[src/rtl/result_queue_drain.sv]
// result_queue_drain: pops num_words result words and writes them to consecutive addresses over Avalon-MM.
// Define RQD_CHECKSUM_EN to build the running checksum of accepted write data.
module result_queue_drain #(
    parameter int WIDTH  = 32,
    parameter int ADDR_W = 32,
    parameter int CNT_W  = 16
) (
    input  logic              clk,
    input  logic              resetn,
    input  logic              start,
    input  logic [ADDR_W-1:0] base_addr,
    input  logic [CNT_W-1:0]  num_words,
    output logic              busy,
    output logic              done,
    output logic              rq_re,
    input  logic              rq_empty,
    input  logic [WIDTH-1:0]  rq_q,
    output logic [ADDR_W-1:0] avm_address,
    output logic              avm_write,
    output logic [WIDTH-1:0]  avm_writedata,
    input  logic              avm_waitrequest,
    output logic [WIDTH-1:0]  checksum
);
    typedef enum logic [1:0] {S_IDLE, S_RUN, S_DONE} state_t;
    state_t state, state_n;
    logic [CNT_W-1:0] fetch_left, rem_left;
    logic [WIDTH-1:0] fifo [2];
    logic [1:0] occ, occ_n;
    logic push_pos, in_flight, accept, out_free, pop, push, start_ok;
    assign start_ok = state == S_IDLE && start;
    assign accept   = avm_write && !avm_waitrequest;
    // The write register refills from the buffer head, or straight from the queue when the buffer is empty.
    assign out_free = !avm_write || accept;
    assign pop      = out_free && occ != 2'd0;
    assign push     = in_flight && !(out_free && occ == 2'd0);
    assign occ_n    = occ + {1'b0, push} - {1'b0, pop};
    assign push_pos = pop ? occ[1] : occ[0];
    always_ff @(posedge clk or negedge resetn) begin
        if (!resetn) state <= S_IDLE;
        else state <= state_n;
    end
    always_comb begin
        state_n = state == S_IDLE ? (start ? (num_words == '0 ? S_DONE : S_RUN) : S_IDLE) :
                  state == S_RUN  ? (accept && rem_left == CNT_W'(1) ? S_DONE : S_RUN) : S_IDLE;
    end
    always_comb begin
        busy  = state != S_IDLE;
        done  = state == S_DONE;
        rq_re = state == S_RUN && !rq_empty && fetch_left != '0 && (occ + {1'b0, in_flight}) < 2'd2;
    end
    always_ff @(posedge clk or negedge resetn) begin
        if (!resetn) begin
            fetch_left    <= '0;
            rem_left      <= '0;
            in_flight     <= 1'b0;
            occ           <= 2'd0;
            fifo          <= '{default: '0};
            avm_write     <= 1'b0;
            avm_address   <= '0;
            avm_writedata <= '0;
        end else begin
            in_flight <= rq_re;
            occ       <= occ_n;
            if (pop) fifo[0] <= fifo[1];
            if (push) fifo[push_pos] <= rq_q;
            if (out_free) begin
                avm_write <= pop || in_flight;
                if (pop || in_flight) avm_writedata <= pop ? fifo[0] : rq_q;
            end
            fetch_left  <= start_ok ? num_words : fetch_left - CNT_W'(rq_re);
            rem_left    <= start_ok ? num_words : rem_left - CNT_W'(accept);
            avm_address <= start_ok ? base_addr : avm_address + (accept ? ADDR_W'(WIDTH / 8) : '0);
        end
    end
`ifdef RQD_CHECKSUM_EN
    always_ff @(posedge clk or negedge resetn) begin
        if (!resetn) checksum <= '0;
        else if (start_ok) checksum <= '0;
        else if (accept) checksum <= checksum + avm_writedata;
    end
`else
    assign checksum = '0;
`endif
endmodule

[config.mk]
export PLATFORM = sky130hd
export DESIGN_NAME = result_queue_drain
export DESIGN_NICKNAME = d
export VERILOG_FILES = /design/src/rtl/result_queue_drain.sv
export SDC_FILE = /design/constraint.sdc
export NUM_CORES = 1
export LEC_CHECK = 0
export CORE_MARGIN = 2
export CORE_UTILIZATION = 54
export CTS_BUF_LIST = sky130_fd_sc_hd__clkbuf_16
export CTS_CLUSTER_SIZE = 12
export DETAILED_ROUTE_END_ITERATION = 6
export MAX_ROUTING_LAYER = met4
export PLACE_DENSITY = 0.95
export SLEW_MARGIN = 25
export SYNTH_ARGS = -nofsm -noshare
export SYNTH_HDL_FRONTEND = slang
export SYNTH_SLANG_ARGS = --single-unit
[constraint.sdc]
create_clock -name clk -period 4.4 [get_ports clk]
set_input_delay 1.1 -clock clk [delete_from_list [all_inputs] [get_ports clk]]
set_output_delay 1.1 -clock clk [all_outputs]
set_load 0.1 [all_outputs]
Word level (Yosys, flattened, before mapping)

Index checks and enable logic that the tools add are counted.

Register bits: 166
Bits of input ports: 85
Output and inout bits: 100
Word-level logic and storage cells: 62

$add $sub $neg: 6
$lt $le $gt $ge: 3
Equality and inequality tests: 3
Muxes and demuxes: 16
Bitwise logic cells: 1
Reductions and logical operators: 23

Operators with widths:

| operator              | number |
|---|---|
| $mux W32              | 4 |
| $bwmux W64            | 1 |
| $mux W64              | 1 |
| $add A32 B3 Y32       | 1 |
| $demux W32 S1         | 1 |
| $mux W16              | 2 |
| $sub A16 B1 Y16       | 2 |
| $eq A16 B1 Y1 const B | 1 |
| $logic_not A16 Y1     | 1 |
| $reduce_bool A16 Y1   | 1 |
| $logic_and A1 B1 Y1   | 10 |
| $mux W2               | 5 |
| $add A2 B1 Y2         | 2 |
| $logic_not A1 Y1      | 4 |
| $logic_not A2 Y1      | 2 |
| $reduce_bool A2 Y1    | 2 |
| $mux W3               | 1 |
| $eq A2 B1 Y1 const B  | 1 |
| $eq A2 B2 Y1 const B  | 1 |
| $ge A2 B2 Y1 const B  | 1 |
| $logic_or A1 B1 Y1    | 2 |
| $lt A2 B1 Y1 const B  | 1 |
| $lt A2 B2 Y1 const B  | 1 |
| $not A1 Y2            | 1 |
| other kinds (3)       | 3 |

Logic depth before layout (Yosys ltp)

Gate-level depths: netlist of the first run.

Word-level depth: 12
Gate-level depth with buffers: 10
Depth with buffers taken out: 10

Least setup slack after synthesis of the first run

Ideal clock, no wire load.

Path kind: input-to-reg
Start point: input rq_empty
End point: register fetch_left[9]
Library setup time: 0.077 ns
Data arrival time: 4.539 ns
Required time: 4.323 ns
Slack: -0.217 ns
Cell stages on the path: 7
Buffers on the path: 0
Path through: or4_1 -> a21oi_1 -> ha_1 -> nand3_1 -> or4_2 -> xor2_1 -> a21oi_1

Cells in the longest elaborated chain, start to end: 6

Ends and longest elaborated chain:

| item                             | RTL line | RTL |
|---|---|---|
| start, declared                  | 16       | `input logic rq_empty,` |
| $logic_not A1 Y1                 | 49       | `rq_re = state == S_RUN && !rq_empty && fetch_left != '0 && (occ + {1'b0, in_flight}) < 2'd2;` |
| $logic_and A1 B1 Y1 (3 in a row) | 49       |  |
| net rq_re                        | 15       | `output logic rq_re,` |
| $sub A16 B1 Y16                  | 70       | `fetch_left <= start_ok ? num_words : fetch_left - CNT_W'(rq_re);` |
| $mux W16                         | 70       |  |
| end signal, assigned             | 70       |  |
| end, declared                    | 26       | `logic [CNT_W-1:0] fetch_left, rem_left;` |

The timed path passes the listed nets, and every way through them passes these cells.
A chain may end at the register's enable or synchronous reset.

Worst setup path in the final report of the first run

Start point: input rq_empty
End point: output rq_re

Cells in the longest elaborated chain, start to end: 4

Ends and longest elaborated chain:

| item                             | RTL line |
|---|---|
| $logic_not A1 Y1                 | 49 |
| $logic_and A1 B1 Y1 (3 in a row) | 49 |
| end, declared                    | 15 |

No other way between the ends.

==> flow_metrics.tcl, run 1 <==
set metrics [dict create \
    worstPathCellList "clkdlybuf4s50_1 > or4_1 > a21oi_2 > buf_12" \
    routed_via_density 5.490 \
    gp_congestion 0.8473 \
    synth-async-reset-ratio_pct 100.0 \
    hold_class "flip-flop to flip-flop" \
    numPortBuffers 152 \
    rrSetupSlack_ns 1.52 \
    critPathLaunchType "primary input" \
    path_class "primary input to primary output" \
    final_common_cell "dfrtp_1" \
    grt_pass1_wl_um 31340 \
    cts_tree "done" \
    leakage_nw 4.109 \
    drt_iter0_markers 390 \
    setup_ws_ns 0.8325 \
    cts.clk_slew.worst_paths_ns 0.07 \
    clockPowerShare_pct 17.1 \
    tns_ns 0 \
    netSwitchingPower_w 0.004371 \
    cp-end-kind "primary output" \
    arrival_ns 2.47 \
    critPathMaxFanout 3 \
    seqPwrFrac_pct 31.4 \
    ir_drop_uv 796.1 \
    clk-insertion-delay-late_ns 0.43 \
    die_h_um 124.7 \
    finalCriticalPeriod_ns 3.567 \
    die_w_um 124.7 \
    synth_edf_count 0 \
    antenna_cells 0 \
    cp-startpoint "rq_empty" \
    cts_setup_buffers 0 \
    cts_max_path_buffers 2 \
    htreeDepth 4 \
    drive_above_1_share_pct 9.091 \
    power_frac_comb_pct 51.5 \
    whs_ns 0.4971 \
    fillers 1017 \
    antenna_found_initial 0 \
    setup_viol 0 \
    cts-root-buf "clkbuf_16" \
    finish.instance_area_um2 10110 \
    p_sw_share_pct 49.00 \
    cts.sinks 166 \
    die_area_um2 15560 \
    cts.repair.resized 0 \
    dr_total_vias 6204 \
    synth.distinct_cells 36 \
    ys_warn_count 0 \
    worst_pin_slew_ns 1.026 \
    r2r_start "fetch_left[8]$_DFF_PN0_" \
    finalHoldViolCount 0 \
    hpwlAfterDp_um 12490 \
    fin_crit_sh_pct 81.08 \
    hold_buffers 0 \
    postPlaceCellArea_um2 9500 \
    drc 0 \
    avgSynthCellArea_um2 9.953 \
    max_cap_violations 0 \
    fin_nets 1027 \
    mostFrequentLayoutCells "166 x dfrtp_1, 150 x clkdlybuf4s50_1, 101 x nor2_1" \
    core_area_um2 14370 \
    crit_end "rq_re" \
    ys.flop_type "dfrtp_1" \
    grt_usage_pct 25.78 \
    intPower_w 0.004550 \
    timing.slew.headroom_pct 31.41 \
    rr_worst_depth 10 \
    cpPeakStageDelay_ns 0.50 \
    io_pins 185 \
    ys_seq_area_share_pct 52.77 \
    cts_buffers 17 \
    syn-instance-count 791 \
    antenna_left 0 \
    slew_violations 0 \
    worstPathRequired_ns 3.30 \
    wirelength_um 18760 \
    firstDrtPassIters 5 \
    std_cell_rows 44 \
    p_per_area_nw_per_um2 882.8 \
    place_ws_ns 0.6168 \
    avgRoutedWirePerCell_um 16.60 \
    initial_utilization_pct 54.79 \
    cp_slowest_cell "or4_1" \
    grt.overflow.total 0 \
    grt_max_degree 112 \
    status "finished clean" \
    skew_ns 0.01123 \
    synthesis.area_um2 7873 \
    ys_seq_elements 166 \
    grt_pass1_vias 6346 \
    rsz0062_at_grt "no" \
    timing.rr.end "fetch_left[8]$_DFF_PN0_" \
    max_freq_mhz 280.3 \
    syn_to_final_growth_pct 28.37 \
]
[final cells by class]
type	count	area [µm²]	area share, %
flip-flops and latches	166	4154	41.10
clock inverters	15	177.7	1.758
multi-input cells	571	3427	33.91
clock buffers	17	425.4	4.210
repair buffers	162	1635	16.18
well taps	184	230.2	2.278
inverters	15	56.30	0.5571
[stage by stage]
step | instances | total power (W) | util, %
floorplan | 822 | 0.006233 | -
global placement | 1098 | 0.007254 | 66.12
detailed placement | 1098 | 0.007414 | 66.12
CTS | 1130 | 0.008966 | 70.32
global route | 1130 | 0.009394 | 70.33
finish | 1130 | 0.008921 | 70.33
[cells by family (layout without fill, tap and decap cells)]
| group | count (synthesis) | count (layout) | share of synthesized area [%] |
|---|---|---|---|
| simple gates | 245 | 245 | 14.00 |
| compound gates | 163 | 163 | 11.00 |
| other cells | 1 | 32 | 0.04763 |
| buf+inv | 85 | 209 | 5.626 |
| fa+ha+maj | 9 | 9 | 1.430 |
| xor+xnor | 57 | 57 | 6.341 |
| mux | 65 | 65 | 8.789 |
| flops | 166 | 166 | 52.77 |
[worst max-delay path: cells and delay by family]
family                 cells  cell delay, ns
AO/OA/AOI/OAI              1            0.25
AND/OR/NAND/NOR            1            0.50
buffers and inverters      2            0.61
[cell usage after synthesis (4+ instances only)]
| library cell | n | area share (%) |
|---|---|---|
| nor4_1 | 11 | 0.87 |
| a21oi_1 | 96 | 6.1 |
| dfrtp_1 | 166 | 53 |
| inv_1 | 15 | 0.72 |
| nor2_1 | 103 | 4.9 |
| o22ai_1 | 32 | 2.5 |
| clkbuf_1 | 32 | 1.5 |
| mux2i_1 | 32 | 4.1 |
| ha_1 | 9 | 1.4 |
| mux2_2 | 33 | 4.7 |
| nand3_1 | 12 | 0.76 |
| nand2_1 | 66 | 3.1 |
| nor3_1 | 22 | 1.4 |
| xnor2_1 | 45 | 5.0 |
| and4_1 | 4 | 0.44 |
| nand4_1 | 6 | 0.48 |
| buf_4 | 32 | 3.1 |
| xor2_1 | 12 | 1.3 |
| o21ai_0 | 30 | 1.9 |
| or3_1 | 5 | 0.40 |
[worst min path at each step]
stage / slack, ns / endpoint / start / cells after the start
2_1_floorplan: 0.45 / state[0]$_DFF_PN0_ / state[1]$_DFF_PN0_ / 1
3_3_place_gp: 0.46 / avm_address[1]$_DFFE_PN0P_ / avm_address[1]$_DFFE_PN0P_ / 2
3_5_place_dp: 0.49 / state[0]$_DFF_PN0_ / state[1]$_DFF_PN0_ / 1
4_1_cts: 0.50 / state[0]$_DFF_PN0_ / state[1]$_DFF_PN0_ / 1
5_1_grt: 0.52 / flip-flop / flip-flop / 1
6_report: 0.50 / state[1]$_DFF_PN0_ / state[1]$_DFF_PN0_ / 1
[power groups by stage]
stage               Sequential (W)  Combinational, W  Clock [W]
CTS                        0.00280           0.00462    0.00155
detailed placement         0.00281           0.00461          0
finish                     0.00280           0.00459    0.00153
floorplan                  0.00459           0.00164          0
global route               0.00290           0.00487    0.00162
global placement           0.00277           0.00448          0
[layer usage]
layer | wire length, µm | share of wire [%] | global-route usage, % | vias to the layer above
li1 | - | - | - | 2958
met1 | 7812 | 42 | 31.96 | 3020
met2 | 9653 | 51 | 42.33 | 206
met3 | 1097 | 5.8 | 6.529 | 20
met4 | 198 | 1.1 | 7.204 | 0
met5 | 0 | 0 | - | -
Note: power is estimated with default switching activity, not from simulation.
==> inputs of run 2 (changes only) <==
--- a/config.mk
+++ b/config.mk
@@ -6,12 +6,12 @@
 export NUM_CORES = 1
 export LEC_CHECK = 0
 export CORE_MARGIN = 2
-export CORE_UTILIZATION = 54
+export CORE_UTILIZATION = 50
 export CTS_BUF_LIST = sky130_fd_sc_hd__clkbuf_16
 export CTS_CLUSTER_SIZE = 12
 export DETAILED_ROUTE_END_ITERATION = 6
 export MAX_ROUTING_LAYER = met4
-export PLACE_DENSITY = 0.95
+export PLACE_DENSITY = 0.92
 export SLEW_MARGIN = 25
 export SYNTH_ARGS = -nofsm -noshare
 export SYNTH_HDL_FRONTEND = slang
==> constraint.sdc (replaced) <==
create_clock -name clk -period 3.7 [get_ports clk]
set_input_delay 0.925 -clock clk [delete_from_list [all_inputs] [get_ports clk]]
set_output_delay 0.925 -clock clk [all_outputs]
set_load 0.1 [all_outputs]
==> flow_metrics.tcl, run 2 (same netlist as run 1, synthesis figures left out) <==
set metrics [dict create \
    cts_setup_buffers 0 \
    p_total_w 0.01039 \
    htreeDepth 4 \
    cts.sinks 166 \
    fillers 1169 \
    grt_pass1_wl_um 30290 \
    antenna_cells 0 \
    critPathMaxFanout 5 \
    cts_tree "done" \
    rsz0062_at_grt "no" \
    grt_usage_pct 23.50 \
    antenna_found_initial 0 \
    wirelength_um 18690 \
    die_area_um2 16770 \
    whs_ns 0.3537 \
    antenna_left 0 \
    cp_common_cell "or4_4" \
    worstPathCellList "or4_4 > or4_4 > nor2_1 > a21oi_4 > buf_12" \
    cts_max_path_buffers 2 \
    cts-root-buf "clkbuf_16" \
    gp_congestion 0.8485 \
    max_cap_violations 0 \
    worst_pin_slew_ns 1.002 \
    final_common_cell "dfrtp_1" \
    std_cell_rows 45 \
    cp_slowest_cell "or4_4" \
    mostFrequentLayoutCells "166 x dfrtp_1, 132 x clkdlybuf4s50_1, 101 x nor2_1" \
    cts.repair.resized 0 \
    rrSetupSlack_ns 0.72 \
    io_pins 185 \
    clk-insertion-delay-late_ns 0.42 \
    hpwlAfterDp_um 12730 \
    hold_class "primary input to async pin" \
    arrival_ns 2.50 \
    cp-startpoint "fetch_left[8]$_DFF_PN0_" \
    leakage_nw 4.121 \
    cts_buffers 17 \
    setup_viol 0 \
    firstDrtPassIters 5 \
    worstPathRequired_ns 2.77 \
    die_h_um 129.5 \
    p_per_area_nw_per_um2 1032 \
    timing.slew.headroom_pct 33.00 \
    grt_max_degree 98 \
    drt_iter0_markers 479 \
    die_w_um 129.5 \
    grt_pass1_vias 6242 \
    critPathLaunchType "flip-flop" \
    ir_drop_uv 751.0 \
    dr_total_vias 6246 \
    fin_crit_sh_pct 92.60 \
    cp-end-kind "primary output" \
    r2r_start "fetch_left[8]$_DFF_PN0_" \
    initial_utilization_pct 51.41 \
    cts.clk_slew.worst_paths_ns 0.07 \
    fin_nets 1031 \
    status "finished clean" \
    numPortBuffers 152 \
    drive_above_1_share_pct 11.47 \
    hold_buffers 0 \
    cpPeakStageDelay_ns 0.58 \
    finalCriticalPeriod_ns 3.426 \
    skew_ns 0.01485 \
    path_class "flip-flop to primary output" \
    max_freq_mhz 291.9 \
    routed_via_density 5.380 \
    finalHoldViolCount 0 \
    slew_violations 0 \
    drc 0 \
    rr_worst_depth 10 \
    grt.overflow.total 0 \
    tns_ns 0 \
    core_area_um2 15310 \
    avgRoutedWirePerCell_um 16.10 \
    syn_to_final_growth_pct 27.92 \
]
run 2: cell count changes in the layout (fill, tap and decap cells not counted):
cell	delta
a21oi_4	+1
clkdlybuf4s50_1	-18
inv_1	-1
clkinv_2	+4
buf_4	+21
buf_6	+1
clkbuf_8	-1
inv_6	-2
a21oi_2	-1
bufinv_16	-3
clkinv_4	+1
inv_8	+1
buf_12	+1
run 2: power breakdown:
group / internal, W / switching, W / total (W)
registers: 0.00268 / 0.000666 / 0.00334
clock network: 0.000860 / 0.000744 / 0.00160
logic: 0.00166 / 0.00379 / 0.00545
total: 0.00519 / 0.00520 / 0.0104
run 2: final timing paths:
check                                             endpoint
worst max-delay path                                 rq_re
worst min-delay path                    fifo[54]$_DFF_PN0_
worst max register to register     fetch_left[8]$_DFF_PN0_
worst min register to register  avm_address[0]$_DFFE_PN0P_
max in group asynchronous         avm_address[7]$_DFF_PN0_
min in group clk                avm_address[0]$_DFFE_PN0P_
run 2: cell type report:
cell class                 count  area, µm²  share of cell area (%)
clock buffer                  17      425.4                   4.224
clock inverter                15      106.4                   1.056
inverter                      15      56.30                  0.5591
multi-input combinational    571       3435                   34.10
sequential                   166       4154                   41.25
tap                          211      264.0                   2.621
timing repair buffer         166       1630                   16.19
run 2: worst max-delay path, delay by kind of cell, from the launching register on:
family                 cells  cell delay [ns]
DFF                        1             0.40
and+or+nand+nor            3             1.38
AOI/OAI and AO/OA          1             0.12
buffers and inverters      1             0.18
run 2: layer usage:
| layer | vias up | track usage, % | routed length, µm |
|---|---|---|---|
| li1 | 2967 | - | - |
| met1 | 3054 | 29.30 | 8029 |
| met2 | 203 | 38.82 | 9333 |
| met3 | 22 | 5.574 | 1131 |
| met4 | 0 | 6.135 | 194 |
| met5 | - | - | 0 |
run 2: per-stage QoR:
| stage | utilization (%) | instance area [µm²] | cells | setup WS (ns) |
|---|---|---|---|---|
| CTS | 65.76 | 10070 | 1161 | 0.2744 |
| global placement | 62.29 | 9539 | 1129 | 0.1646 |
| detailed placement | 62.29 | 9539 | 1129 | 0.07160 |
| floorplan | - | 8000 | 822 | 0.2794 |
| finish | 65.76 | 10070 | 1161 | 0.2739 |
| global route | 65.76 | 10070 | 1161 | 0.1548 |
==> inputs of run 3 (changes only) <==
--- a/config.mk
+++ b/config.mk
@@ -16,3 +16,4 @@
 export SYNTH_ARGS = -nofsm -noshare
 export SYNTH_HDL_FRONTEND = slang
 export SYNTH_SLANG_ARGS = --single-unit
+export TNS_END_PERCENT = 10
==> results of run 3 <==
Final layout, timing and power as in run 2 (identical DEF).
